`src/rtl/mul_seq_pkg.sv`:
```
// Shared types and constants for the digit-serial multiplier controller.
package mul_seq_pkg;

   localparam int unsigned DIGIT_W = 2;
   localparam int unsigned PP_W    = 2 * DIGIT_W;

   typedef enum logic [1:0] {
      ST_IDLE = 2'd0,
      ST_RUN  = 2'd1,
      ST_DONE = 2'd2
   } state_e;

endpackage

```
`src/rtl/mul2x2_unit.sv`:
```
// Combinational 2-bit x 2-bit unsigned multiply unit, shared across all digit pairs.
module mul2x2_unit
   import mul_seq_pkg::*;
(
   input  logic [DIGIT_W-1:0] a_i,
   input  logic [DIGIT_W-1:0] b_i,
   output logic [PP_W-1:0]    prod_c
);

   always_comb begin
      prod_c = PP_W'(a_i) * PP_W'(b_i);
   end

endmodule

```
`src/rtl/mul_seq_ctrl.sv`:
```
// Sequential WIDTH x WIDTH multiplier: one 2x2 digit product accumulated per cycle.
// Optional build macro MUL_SEQ_ZERO_SKIP_EN: zero operands bypass RUN straight to DONE.
module mul_seq_ctrl
   import mul_seq_pkg::*;
#(
   parameter int unsigned WIDTH = 8
)(
   input  logic                 clk,
   input  logic                 rst_n,
   input  logic                 start,
   input  logic [WIDTH-1:0]     a,
   input  logic [WIDTH-1:0]     b,
   output logic                 busy,
   output logic                 done,
   output logic [2*WIDTH-1:0]   p
);

   localparam int unsigned DIGITS = WIDTH / 2;
   localparam int unsigned CNT_W  = (DIGITS > 1) ? $clog2(DIGITS) : 1;
   localparam int unsigned P_W    = 2 * WIDTH;
   localparam int unsigned SH_W   = $clog2(P_W) + 1;
   localparam logic [CNT_W-1:0] LAST = CNT_W'(DIGITS - 1);

   if ((WIDTH < 2) || ((WIDTH % 2) != 0)) begin : g_bad_width
      $error("mul_seq_ctrl: WIDTH must be even and >= 2");
   end

   state_e             state_q, state_d;
   logic [WIDTH-1:0]   ra_q, ra_d;
   logic [WIDTH-1:0]   rb_q, rb_d;
   logic [P_W-1:0]     acc_q, acc_d;
   logic [P_W-1:0]     p_q, p_d;
   logic [CNT_W-1:0]   i_q, i_d;
   logic [CNT_W-1:0]   j_q, j_d;
   logic               busy_q, busy_d;
   logic               done_q, done_d;

   logic [DIGIT_W-1:0] dig_a_c;
   logic [DIGIT_W-1:0] dig_b_c;
   logic [PP_W-1:0]    pp_c;
   logic [SH_W-1:0]    sh_c;
   logic [P_W-1:0]     pp_sh_c;

   // Digit select and weight of the current digit pair
   always_comb begin
      dig_a_c = DIGIT_W'(ra_q >> {i_q, 1'b0});
      dig_b_c = DIGIT_W'(rb_q >> {j_q, 1'b0});
      sh_c    = (SH_W'(i_q) + SH_W'(j_q)) << 1;
      pp_sh_c = P_W'(pp_c) << sh_c;
   end

   mul2x2_unit u_mul2x2 (
      .a_i    (dig_a_c),
      .b_i    (dig_b_c),
      .prod_c (pp_c)
   );

   always_ff @(posedge clk or negedge rst_n) begin
      if (!rst_n) begin
         state_q <= ST_IDLE;
         ra_q    <= '0;
         rb_q    <= '0;
         acc_q   <= '0;
         p_q     <= '0;
         i_q     <= '0;
         j_q     <= '0;
         busy_q  <= 1'b0;
         done_q  <= 1'b0;
      end else begin
         state_q <= state_d;
         ra_q    <= ra_d;
         rb_q    <= rb_d;
         acc_q   <= acc_d;
         p_q     <= p_d;
         i_q     <= i_d;
         j_q     <= j_d;
         busy_q  <= busy_d;
         done_q  <= done_d;
      end
   end

   // Next state; busy/done are computed from the state being entered so they register cleanly
   always_comb begin
      state_d = state_q;
      ra_d    = ra_q;
      rb_d    = rb_q;
      acc_d   = acc_q;
      p_d     = p_q;
      i_d     = i_q;
      j_d     = j_q;
      busy_d  = 1'b0;
      done_d  = 1'b0;

      case (state_q)
         ST_IDLE: begin
            if (start) begin
               ra_d    = a;
               rb_d    = b;
               acc_d   = '0;
               i_d     = '0;
               j_d     = '0;
               state_d = ST_RUN;
               busy_d  = 1'b1;
`ifdef MUL_SEQ_ZERO_SKIP_EN
               if ((a == '0) || (b == '0)) begin
                  state_d = ST_DONE;
                  busy_d  = 1'b0;
                  done_d  = 1'b1;
                  p_d     = '0;
               end
`else
`endif
            end
         end

         ST_RUN: begin
            acc_d  = acc_q + pp_sh_c;
            busy_d = 1'b1;
            if (j_q == LAST) begin
               j_d = '0;
               if (i_q == LAST) begin
                  i_d     = '0;
                  p_d     = acc_d;
                  state_d = ST_DONE;
                  busy_d  = 1'b0;
                  done_d  = 1'b1;
               end else begin
                  i_d = i_q + CNT_W'(1);
               end
            end else begin
               j_d = j_q + CNT_W'(1);
            end
         end

         ST_DONE: begin
            state_d = ST_IDLE;
         end

         default: begin
            state_d = ST_IDLE;
         end
      endcase
   end

   assign busy = busy_q;
   assign done = done_q;
   assign p    = p_q;

endmodule

```
`config.mk`:
```
export PLATFORM = sky130hd
export DESIGN_NAME = mul_seq_ctrl
export DESIGN_NICKNAME = d
export VERILOG_FILES = /design/src/rtl/mul_seq_pkg.sv /design/src/rtl/mul2x2_unit.sv /design/src/rtl/mul_seq_ctrl.sv
export SDC_FILE = /design/constraint.sdc
export NUM_CORES = 1
export LEC_CHECK = 0
export BUFFER_PORTS_ARGS = -buffer_cell sky130_fd_sc_hd__clkbuf_2
export CAP_MARGIN = 10
export CELL_PAD_IN_SITES_DETAIL_PLACEMENT = 0
export CELL_PAD_IN_SITES_GLOBAL_PLACEMENT = 2
export CORE_MARGIN = 2
export CORE_UTILIZATION = 33
export DETAILED_ROUTE_END_ITERATION = 10
export PLACE_DENSITY = 0.8
export SYNTH_ARGS = -nofsm -noshare
export SYNTH_HDL_FRONTEND = slang
export SYNTH_SLANG_ARGS = --single-unit
```
`constraint.sdc`:
```
create_clock -name clk -period 3.7 [get_ports clk]
set_input_delay 0.74 -clock clk [delete_from_list [all_inputs] [get_ports clk]]
set_output_delay 0.74 -clock clk [all_outputs]
set_load 0.01 [all_outputs]
```
# Word level (Yosys, flattened, before mapping)
# Index checks and enable logic that the tools add are counted.
# totals
regBits,56
latch_bits,0
mem_bits_rw,0
mem_bits_ro,0
in_bits,19
output_inout_bits,18
word_cells,49
memories,0
# op_classes
addsub,4
multipliers,1
div_mod_pow,0
n_lt_le_gt_ge,0
eq_ne,6
shift,3
mux,19
bitwise,0
n_reduce_logical,7
# ops
cell,count
$pmux 16 s2,1
$add 16x16->16,1
$mux 16,1
$shl 4x4->16,1
$shr 8x3->2,2
$mux 2,7
$pmux 2 s2,3
$reduce_and 3->1,3
$mux 1,6
$ne 2x2->1 const B,3
$add 2x1->2 const B,2
$eq 2x2->1 const B,2
$mul 2x2->4,1
$reduce_and 2->1,2
$add 2x2->3,1
$eq 2x1->1 const B,1
$logic_not 2->1,1
$pmux 1 s2,1
$reduce_bool 2->1,1

# Longest topological paths before layout
# Gate-level depths: netlist of the first run.
# logic_depth
depth_word,5
ltp_mapped,15
mapped_depth_nobuf,14

# Hierarchy
# A second synthesis of the first run with hierarchy kept.
# hier_totals
cells_unflattened,382
area_unflattened_um2,3342.0
# by_module_without_submodules
mod,instances,cells_per_inst,area_per_inst_um2,seq_area_each_um2
mul_seq_ctrl,1,376,3291.9,1401.3
mul2x2_unit,1,6,50.0,0.0

# Worst setup path after synthesis of the first run
# OpenSTA, ideal clock, no wires.
# synth_timing
path_type,reg-to-reg
start,reg i_q[0]
end,reg acc_q[14]
setup_ns,0.138
arrival_time_ns,3.335
required_ns,3.562
slack_ns,0.227
stages_incl_launch_ff,15
n_path_buf,0
period_less_slack_ns,3.473
cell_sequence,dfrtp_1 > mux4_2 > and2_1 > ha_1 > ha_1 > nor2b_1 > a31oi_1 > nor2_1 > ha_1 > a21o_1 > a21o_1 > a221o_1 > a41oi_1 > xor2_1 > o22ai_1
# synth_via
elab_chain_cells,5
word_cells_on_any_way,6
cone_classes,add/sub: 2; mul: 1; shift: 2; mux: 1
# synth_rtl
item,line_no,text
start: declaration,mul_seq_ctrl.sv:33,"logic [CNT_W-1:0] i_q, i_d;"
start signal: assignment,mul_seq_ctrl.sv:75,i_q <= i_d;
$shr 8x3->2,mul_seq_ctrl.sv:46,"dig_a_c = DIGIT_W'(ra_q >> {i_q, 1'b0});"
$mul 2x2->4,mul2x2_unit.sv:11,prod_c = PP_W'(a_i) * PP_W'(b_i);
$shl 4x4->16 *,mul_seq_ctrl.sv:49,pp_sh_c = P_W'(pp_c) << sh_c;
$add 16x16->16 *,mul_seq_ctrl.sv:117,acc_d = acc_q + pp_sh_c;
$pmux 16 s2 *,mul_seq_ctrl.sv:94,case (state_q)
end signal: assignment,mul_seq_ctrl.sv:63,acc_q <= '0;
end signal: assignment,mul_seq_ctrl.sv:73,acc_q <= acc_d;
end: declaration,mul_seq_ctrl.sv:31,"logic [P_W-1:0] acc_q, acc_d;"
# Every way passes the cells marked *; elsewhere a longest branch is shown, timed or not.
# A chain may end at the register's enable or synchronous reset.

# Worst setup path in the final report of the first run
# layout_timing
start,reg j_q[0]
end,reg acc_q[15]
# layout_via
elab_chain_cells,5
word_cells_on_any_way,6
cone_classes,add/sub: 2; mul: 1; shift: 2; mux: 1
# layout_rtl
item,line_no,text
start: declaration,mul_seq_ctrl.sv:34,"logic [CNT_W-1:0] j_q, j_d;"
start signal: assignment,mul_seq_ctrl.sv:76,j_q <= j_d;
$shr 8x3->2,mul_seq_ctrl.sv:47,"dig_b_c = DIGIT_W'(rb_q >> {j_q, 1'b0});"
$mul 2x2->4,mul2x2_unit.sv:11,
$shl 4x4->16 *,mul_seq_ctrl.sv:49,
$add 16x16->16 *,mul_seq_ctrl.sv:117,
$pmux 16 s2 *,mul_seq_ctrl.sv:94,
# Marks and branches as above.

==> flow_summary.ini, run 1 <==
[outcome]
status = finished, final reports clean

[floorplan]
pin_count = 37
die_h_um = 101.7
initial_core_util = 0.3412
fp.dieW_um = 101.7
die_area_um2 = 10350
coreArea_um2 = 9240
row_count = 35

[pwr]
seq_power_share = 0.274
pwr_density_cell_nw_per_um2 = 1002
peakVddDrop_v = 0.0003786
p_comb_frac = 0.637
switchingPower_mw = 1.682
clkPwrFrac = 0.089
p_leak_nw = 1.771
power_switching_share = 0.4276
p_int_mw = 2.252

[routing]
avgRoutedWirePerCell_um = 14.48
ant_nets = 0
vias = 2470
first_pass_iters = 4
drtIter0Drc = 123
drc = 0
wl_um = 7312
vias_per_cell = 4.891

[cts]
cts.sinks = 56
clk_path_buf_depth = 2
clock_latency_ps = 310
root_buffer = clkbuf_8
tritoncts = yes
cts_made_buffers = 5
htree_levels = 2
clk_pin_slew_ps = 110

[setup_path]
r2r_start = j_q[0]$_DFFE_PN0P_
cp_max_fo = 4
end_kind = register
critPathLaunchType = register
crit_path_start = j_q[0]$_DFFE_PN0P_
required_ps = 3870
crit_type = register to register
rr_worst_depth = 15
crit_end = acc_q[15]$_DFFE_PN0P_
rr_endpoint = acc_q[15]$_DFFE_PN0P_
crit_path_frequent_cell = ha_4
r2r_slack_ps = 140
crit_path_cell_trace = mux4_2, and2_4, ha_4, ha_4, nor2b_4, a31oi_4, buf_6, nor2_2, ha_2, and4_4, nand3_2, or2_0, o211ai_1, xnor2_1, o21ai_1
worst_path_max_delay_cell = mux4_2
cp.arrival_ps = 3730
critPathMaxStageDelay_ps = 540

[timing]
hold_ws_ps = 486.0
finClkSkew_ps = 9.135
worst_pin_slew_ps = 1095
final-max-slew-violation-count = 0
hold_viol_final = 0
setup_tns_ps = 0
fin_crit_sh = 0.9628
setup_viol = 0
finalWorstSetupSlack_ps = 137.7
clock.fmax_mhz = 280.7
timing.final.crit_period_ps = 3562
relSlewSlack = 0.2701

[placed_design]
hpwl_um = 5303
place_congestion = 0.9073
place_area_um2 = 3608
place_ws_ps = -110.7
io_buffers = 36
dpl.cell_count = 490

[global_routing]
track_usage = 0.1504
grt_antenna_before_repair = 0
grt_pass1_wl_um = 12250
grt_max_degree = 57
globalRouteOverflowTotal = 0
first_global_vias = 2465

[logic_synthesis]
synth-seq-cells = 56
ys_warn_count = 0
async_flop_share = 1.000
syn_area_um2 = 3153
avgSynthCellArea_um2 = 9.946
synth_area_leaders = dfrtp_1 44%, ha_1 8.3%, nand2_1 6.1%
synth_flop_cell = dfrtp_1
synthCells = 317
synth_edf_count = 0
synth_area_leader_cell = dfrtp_1
synth.top_cell.area_share = 0.4444
synth_nets = 359
ys_seq_area_frac = 0.4444
synth_cell_type_count = 43

[cells_and_area]
regArea_um2 = 1401
final_cells = 505
syn_to_final_growth_pct = 24.48
insertedDiodeCount = 0
n_fill_cell = 907
nets = 417
fin_area_um2 = 3925
drive_above_1_share = 0.3351
multi_input_area_um2 = 1815

[worst_hold_path]
min_path_type = register to register

[job]
cap_violations = 0
synthesized netlist by cell type (2+ instances only):
cell type / n
xor2_1: 7
a21o_1: 6
xnor2_1: 7
inv_1: 11
o22ai_1: 13
mux2_2: 16
nand2b_1: 5
o211ai_1: 3
nor3_1: 2
a21oi_1: 13
ha_1: 21
o31ai_1: 4
a31oi_1: 6
buf_2: 4
fa_1: 2
o21ai_0: 23
mux4_2: 4
nand2_1: 51
clkbuf_1: 9
nor2_1: 17
nor2b_1: 6
and2_1: 4
nand3_1: 3
a32o_1: 2
dfrtp_1: 56
o21bai_1: 5
placed cells by master (no fill, tap or decap), types with 3 or more instances in the layout:
cell      synthesis  final
ha_1             21     16
o21ai_0          23     18
nand2b_1          5      5
a21o_1            6      6
nand2_1          51     49
nor2_2            0      3
clkbuf_2          0     36
o31ai_1           4      3
clkbuf_8          0      5
o211ai_1          3      3
xnor2_1           7      7
xor2_1            7      7
o22ai_1          13     11
a21oi_1          13      9
o21bai_1          5      4
a21oi_2           0      4
nor2b_1           6      5
dfrtp_1          56     56
o21ai_1           1      6
mux4_2            4      4
mux2_2           16     16
buf_4             1     28
nor2_1           17     14
a31oi_1           6      4
inv_1            11     11
ha_4              0      3
routing by layer:
layer,global-route usage,up-vias,wire length [µm]
met1,0.1991,1179,3379
met2,0.2586,56,3567
met3,0.02415,6,302
met4,0.03430,0,61
met5,0,-,0
li1,-,1229,-
sequential cells by signal (all words and copies together), names as in the netlist:
name	count
rb_q	8
state_q	2
busy	1
p	16
ra_q	8
acc_q	16
i_q	2
done	1
j_q	2
critical path: cells and delay by family, from the launching register on:
kind / cells / cell delay, ps
mux: 1 / 540
simple gates: 6 / 840
buf+inv: 1 / 130
flops: 1 / 430
compound gates: 3 / 550
xor+xnor: 1 / 200
fa+ha+maj: 3 / 720
logic make-up (layout without fill, tap and decap cells):
group                    after synthesis  count (layout)  synth area share
adder cells (fa/ha/maj)               23              23           0.09603
multiplexers                          21              21           0.08889
AND/OR/NAND/NOR                       96              96            0.1389
buffers and inverters                 26              85           0.03373
XOR/XNOR                              14              14           0.03889
AO/OA/AOI/OAI                         81              81            0.1591
flip-flops                            56              56            0.4444
per-stage QoR:
stage	util	power (mW)
final	0.4248	3.934
after global routing	0.4248	4.282
after CTS	0.4074	3.688
after detailed placement	0.3905	3.210
after global placement	0.3905	3.174
after floorplan	-	2.509
timing repair:
item	in CTS	in global routing
resized for setup	12	30
setup endpoints to repair	9	14
buffers inserted	1	6
pin swaps	6	20
hold buffers	0	0
power by group through the flow:
stage	combinational [mW]	sequential [mW]	clock, mW
6_report	2.51	1.08	0.350
5_1_grt	2.77	1.12	0.390
4_1_cts	2.23	1.08	0.371
3_5_place_dp	2.12	1.09	0
3_3_place_gp	2.08	1.09	0
2_1_floorplan	1.42	1.09	0
worst min path at each step:
stage | startpoint | end | slack, ps | depth (start not counted)
2_1_floorplan | rst_n | acc_q[0]$_DFFE_PN0P_ | 440 | 0
3_3_place_gp | p[3]$_DFFE_PN0P_ | p[3]$_DFFE_PN0P_ | 460 | 2
3_5_place_dp | p[1]$_DFFE_PN0P_ | p[1]$_DFFE_PN0P_ | 470 | 2
4_1_cts | p[1]$_DFFE_PN0P_ | p[1]$_DFFE_PN0P_ | 500 | 2
5_1_grt | p[10]$_DFFE_PN0P_ | p[10]$_DFFE_PN0P_ | 520 | 2
6_report | p[3]$_DFFE_PN0P_ | p[3]$_DFFE_PN0P_ | 490 | 2
final cells by class:
class / instances / area share
Sequential cell: 56 / 0.3570
Clock inverter: 3 / 0.006057
Tap cell: 129 / 0.04112
Multi-Input combinational cell: 235 / 0.4625
Clock buffer: 5 / 0.01753
Timing Repair Buffer: 66 / 0.1052
Inverter: 11 / 0.01052
No activity file was read; power rests on OpenSTA's default activity.
==> inputs of run 2 (changes only) <==
--- a/config.mk
+++ b/config.mk
@@ -5,7 +5,7 @@
 export SDC_FILE = /design/constraint.sdc
 export NUM_CORES = 1
 export LEC_CHECK = 0
-export BUFFER_PORTS_ARGS = -buffer_cell sky130_fd_sc_hd__clkbuf_2
+export BUFFER_PORTS_ARGS = -buffer_cell sky130_fd_sc_hd__buf_2
 export CAP_MARGIN = 10
 export CELL_PAD_IN_SITES_DETAIL_PLACEMENT = 0
 export CELL_PAD_IN_SITES_GLOBAL_PLACEMENT = 2
==> flow_summary.ini, run 2 (synthesis gave the netlist of run 1 again) <==
[routing]
drtIter0Drc = 92
drc = 0
ant_nets = 0
avgRoutedWirePerCell_um = 14.12
first_pass_iters = 4
vias = 2455
wl_um = 7146
vias_per_cell = 4.852

[setup_path]
cp_max_fo = 6
crit_type = register to register
cp.arrival_ps = 3760
rr_worst_depth = 16
r2r_slack_ps = 150
required_ps = 3910
end_kind = register
critPathLaunchType = register

[outcome]
status = finished, final reports clean

[cts]
clk_path_buf_depth = 2
cts_made_buffers = 5
clk_pin_slew_ps = 110
cts.sinks = 56
tritoncts = yes
clock_latency_ps = 320
htree_levels = 2
root_buffer = clkbuf_8

[floorplan]
coreArea_um2 = 9240
die_area_um2 = 10350
die_h_um = 101.7
initial_core_util = 0.3412
row_count = 35
pin_count = 37
fp.dieW_um = 101.7

[global_routing]
globalRouteOverflowTotal = 0
track_usage = 0.1480
grt_antenna_before_repair = 0
grt_pass1_wl_um = 12010
first_global_vias = 2493
grt_max_degree = 40

[timing]
rsz0062_at_grt = yes
setup_viol = 0
final-max-slew-violation-count = 0
clock.fmax_mhz = 281.9
finalWorstSetupSlack_ps = 152.8
setup_tns_ps = 0
hold_viol_final = 0
relSlewSlack = 0.2837
finClkSkew_ps = 12.88
fin_crit_sh = 0.9587
hold_ws_ps = 479.6
worst_pin_slew_ps = 1074
timing.final.crit_period_ps = 3547

[cells_and_area]
insertedDiodeCount = 0
drive_above_1_share = 0.3528
syn_to_final_growth_pct = 26.11
nets = 418
final_common_cell = dfrtp_1
layout_common_cells = 56 x dfrtp_1, 49 x nand2_1, 36 x buf_2, 28 x buf_4, 19 x o21ai_0

[placed_design]
place_congestion = 0.8824
place_ws_ps = -182.0
io_buffers = 36
hpwl_um = 5229

[pwr]
power_switching_share = 0.4265
pwr_density_cell_nw_per_um2 = 1005
switchingPower_mw = 1.704
clkPwrFrac = 0.088
p_leak_nw = 1.804
peakVddDrop_v = 0.0003961
p_comb_frac = 0.642
p_int_mw = 2.292
seq_power_share = 0.270

[worst_hold_path]
worst_hold_path.num_cells = 2
min_path_type = register to register

[job]
cap_violations = 0
-- run 2: repair_timing --
item / 4_1_cts / 5_1_grt
hold buffers: 0 / 0
buffers inserted: 1 / 5
hold endpoints to repair: 0 / 0
pin swaps: 1 / 23
gates resized for setup: 3 / 46
setup endpoints to repair: 9 / 20
-- run 2: path summary, 6_finish.rpt --
path                                         end          startpoint
hold / removal                  p[5]$_DFFE_PN0P_    p[5]$_DFFE_PN0P_
setup reg to reg               p[14]$_DFFE_PN0P_  j_q[0]$_DFFE_PN0P_
setup / recovery               p[14]$_DFFE_PN0P_  j_q[0]$_DFFE_PN0P_
min in group asynchronous       p[1]$_DFFE_PN0P_               rst_n
hold reg to reg                 p[5]$_DFFE_PN0P_    p[5]$_DFFE_PN0P_
max in group asynchronous  acc_q[13]$_DFFE_PN0P_               rst_n
-- run 2: metal layers --
layer / share of wire / up-vias / track usage
met5: 0 / - / 0
met2: 0.48 / 50 / 0.2449
met1: 0.46 / 1159 / 0.1948
li1: - / 1238 / -
met3: 0.044 / 8 / 0.02899
met4: 0.017 / 0 / 0.04782
-- run 2: final cells by class --
class	count	area, µm²
tap	129	161.4
inverter	11	41.29
clock buffer	5	68.82
clock inverter	3	22.52
fill	900	5264
sequential	56	1401
timing repair buffer	67	424.2
multi-input combinational	235	1857
-- run 2: worst max-delay path, stage by stage, from the launching register on --
cell	delay [ps]
dfrtp_1	430
buf_4	140
buf_4	140
ha_1	170
inv_1	70
fa_2	500
buf_4	170
a31oi_1	250
nor2_1	70
ha_1	290
and3_4	160
and2_1	150
a221o_1	320
a41oi_2	180
xor2_1	210
buf_4	150
o21ai_1	50
-- run 2: metrics by stage --
stage | total power [mW] | std cells | cell area [µm²] | utilization
floorplan | 2.509 | 317 | 3153 | -
global placement | 3.172 | 492 | 3623 | 0.3921
detailed placement | 3.205 | 492 | 3623 | 0.3921
CTS | 3.600 | 501 | 3739 | 0.4046
global route | 4.363 | 506 | 3976 | 0.4303
finish | 3.997 | 506 | 3976 | 0.4303
-- run 2: power by group through the flow --
stage | Combinational [mW] | Clock, mW | Sequential, mW
after CTS | 2.15 | 0.370 | 1.08
after detailed placement | 2.11 | 0 | 1.09
after global routing | 2.85 | 0.390 | 1.12
after global placement | 2.09 | 0 | 1.08
after floorplan | 1.42 | 0 | 1.09
final | 2.57 | 0.352 | 1.08
==> inputs of run 3 (changes only) <==
--- a/config.mk
+++ b/config.mk
@@ -5,14 +5,15 @@
 export SDC_FILE = /design/constraint.sdc
 export NUM_CORES = 1
 export LEC_CHECK = 0
-export BUFFER_PORTS_ARGS = -buffer_cell sky130_fd_sc_hd__buf_2
+export BUFFER_PORTS_ARGS = -buffer_cell sky130_fd_sc_hd__clkbuf_2
 export CAP_MARGIN = 10
 export CELL_PAD_IN_SITES_DETAIL_PLACEMENT = 0
 export CELL_PAD_IN_SITES_GLOBAL_PLACEMENT = 2
 export CORE_MARGIN = 2
-export CORE_UTILIZATION = 33
+export CORE_UTILIZATION = 34
+export CTS_CLUSTER_SIZE = 20
 export DETAILED_ROUTE_END_ITERATION = 10
-export PLACE_DENSITY = 0.8
+export PLACE_DENSITY = 0.82
 export SYNTH_ARGS = -nofsm -noshare
 export SYNTH_HDL_FRONTEND = slang
 export SYNTH_SLANG_ARGS = --single-unit
==> flow_summary.ini, run 3 (synthesis gave the netlist of run 1 again) <==
[outcome]
status = finished, final reports clean

[timing]
setup_viol = 0
fin_crit_sh = 0.9596
clock.fmax_mhz = 281.6
worst_pin_slew_ps = 1036
hold_viol_final = 0
relSlewSlack = 0.3096
timing.final.crit_period_ps = 3551
rsz0062_at_grt = yes
final-max-slew-violation-count = 0
finClkSkew_ps = 12.05

[routing]
ant_nets = 0
avgRoutedWirePerCell_um = 15.38
vias_per_cell = 5.133
drtIter0Drc = 166
drc = 0
first_pass_iters = 4
wl_um = 7492
vias = 2500

[cells_and_area]
layout_common_cells = 56 x dfrtp_1, 50 x nand2_1, 36 x clkbuf_2, 27 x buf_4, 18 x o21ai_0
nets = 417
syn_to_final_growth_pct = 25.48
insertedDiodeCount = 0
n_fill_cell = 910
final_common_cell = dfrtp_1
final_cells = 487
drive_above_1_share = 0.3564

[pwr]
peakVddDrop_v = 0.0004116
finalPower_mw = 4.032
p_leak_nw = 1.770
pwr_density_cell_nw_per_um2 = 1019

[cts]
tritoncts = yes
clk_path_buf_depth = 2
cts.sinks = 56
htree_levels = 2
cts_made_buffers = 5
clk_pin_slew_ps = 110
root_buffer = clkbuf_8
clock_latency_ps = 320
postCtsHoldBufs = 0

[floorplan]
pin_count = 37
die_area_um2 = 10060
coreArea_um2 = 9109
row_count = 35
die_h_um = 100.3
fp.dieW_um = 100.3
initial_core_util = 0.3462

[placed_design]
io_buffers = 36
hpwl_um = 5430
dpl.cell_count = 472
place_congestion = 0.8977

[setup_path]
critPathLaunchType = register
end_kind = register
cp_max_fo = 7
path_delay_family = compound AO/OA/AOI/OAI gates
path_buf_inv = 2
crit_cells = 14
crit_end = acc_q[14]$_DFFE_PN0P_
crit_path_cell_trace = mux4_2, and2_4, ha_2, ha_4, buf_4, a31oi_4, nor2_2, ha_1, buf_6, a21o_1, a221o_1, a41oi_2, xor2_1, o22ai_1
r2r_slack_ps = 150
crit_type = register to register
required_ps = 3850
rr_endpoint = acc_q[14]$_DFFE_PN0P_
r2r_start = i_q[0]$_DFFE_PN0P_
worst_path_max_delay_cell = mux4_2
critPathMaxStageDelay_ps = 540
cp.arrival_ps = 3700
crit_path_start = i_q[0]$_DFFE_PN0P_
rr_worst_depth = 14

[global_routing]
grt_antenna_before_repair = 0
track_usage = 0.1576
first_global_vias = 2576
grt_pass1_wl_um = 12700
globalRouteOverflowTotal = 0
grt_max_degree = 36

[worst_hold_path]
min_path_type = primary input to asynchronous set/reset pin

[job]
cap_violations = 0
[run 3: cell count changes in the layout (fill, tap and decap cells not counted), sizes merged]
cell / previous run / this run
inv: 12 / 11
clkinvlp: 0 / 2
clkinv: 2 / 0
buf: 67 / 30
clkbuf: 5 / 42
[run 3: worst min-delay path by stage]
stage / endpoint / slack (ps) / cells after the start
after floorplan: acc_q[0]$_DFFE_PN0P_ / 440 / 0
after CTS: acc_q[3]$_DFFE_PN0P_ / 410 / 1
after detailed placement: p[4]$_DFFE_PN0P_ / 470 / 2
after global routing: p[1]$_DFFE_PN0P_ / 440 / 1
after global placement: p[0]$_DFFE_PN0P_ / 460 / 2
final: p[1]$_DFFE_PN0P_ / 390 / 1
[run 3: timing repair]
| item | in CTS | in global routing |
|---|---|---|
| endpoints found under the setup margin | 4 | 19 |
| pin swaps | 6 | 16 |
| resized for setup | 13 | 40 |
| setup buffers | 1 | 6 |
[run 3: metal layers]
| layer | vias up | global-route usage | share of wire |
|---|---|---|---|
| li1 | 1232 | - | - |
| met1 | 1213 | 0.2018 | 0.46 |
| met2 | 47 | 0.2783 | 0.49 |
| met3 | 8 | 0.02577 | 0.032 |
| met4 | 0 | 0.03793 | 0.013 |
| met5 | - | 0 | 0 |
[run 3: worst register-to-register path: cells and delay by family (launching register included)]
kind                     cells  cell delay (ps)
AO/OA/AOI/OAI                5              970
adder cells (fa/ha/maj)      3              720
multiplexers                 1              540
flip-flops                   1              430
buffers and inverters        2              290
AND/OR/NAND/NOR              2              230
XOR/XNOR                     1              210
[run 3: final cells by class]
cell class	instances	area, µm²	area share
clock inverter	2	15.01	0.003795
tap	111	138.9	0.03510
clock buffer	6	82.58	0.02087
timing repair buffer	66	416.7	0.1053
sequential	56	1401	0.3542
multi-input combinational	235	1861	0.4703
inverter	11	41.29	0.01044
[run 3: metrics by stage]
stage	hold slack (ps)	util	worst slack, ps	area, µm²	TNS, ps
2_1_floorplan	444.4	-	226.8	3153	0
3_3_place_gp	460.7	0.3937	-71.24	3586	-106.9
3_5_place_dp	470.5	0.3937	-111.1	3586	-252.8
4_1_cts	411.0	0.4111	-7.231	3745	-12.72
5_1_grt	437.5	0.4343	-42.50	3956	-57.74
6_report	388.8	0.4343	149.3	3956	0
[run 3: where the power goes]
group / leakage, nW / internal, mW / total (mW) / switching (mW)
Sequential: 0.705 / 0.903 / 1.09 / 0.183
Clock: 0.0434 / 0.152 / 0.366 / 0.213
Combinational: 1.02 / 1.25 / 2.58 / 1.33
Total: 1.77 / 2.31 / 4.03 / 1.73
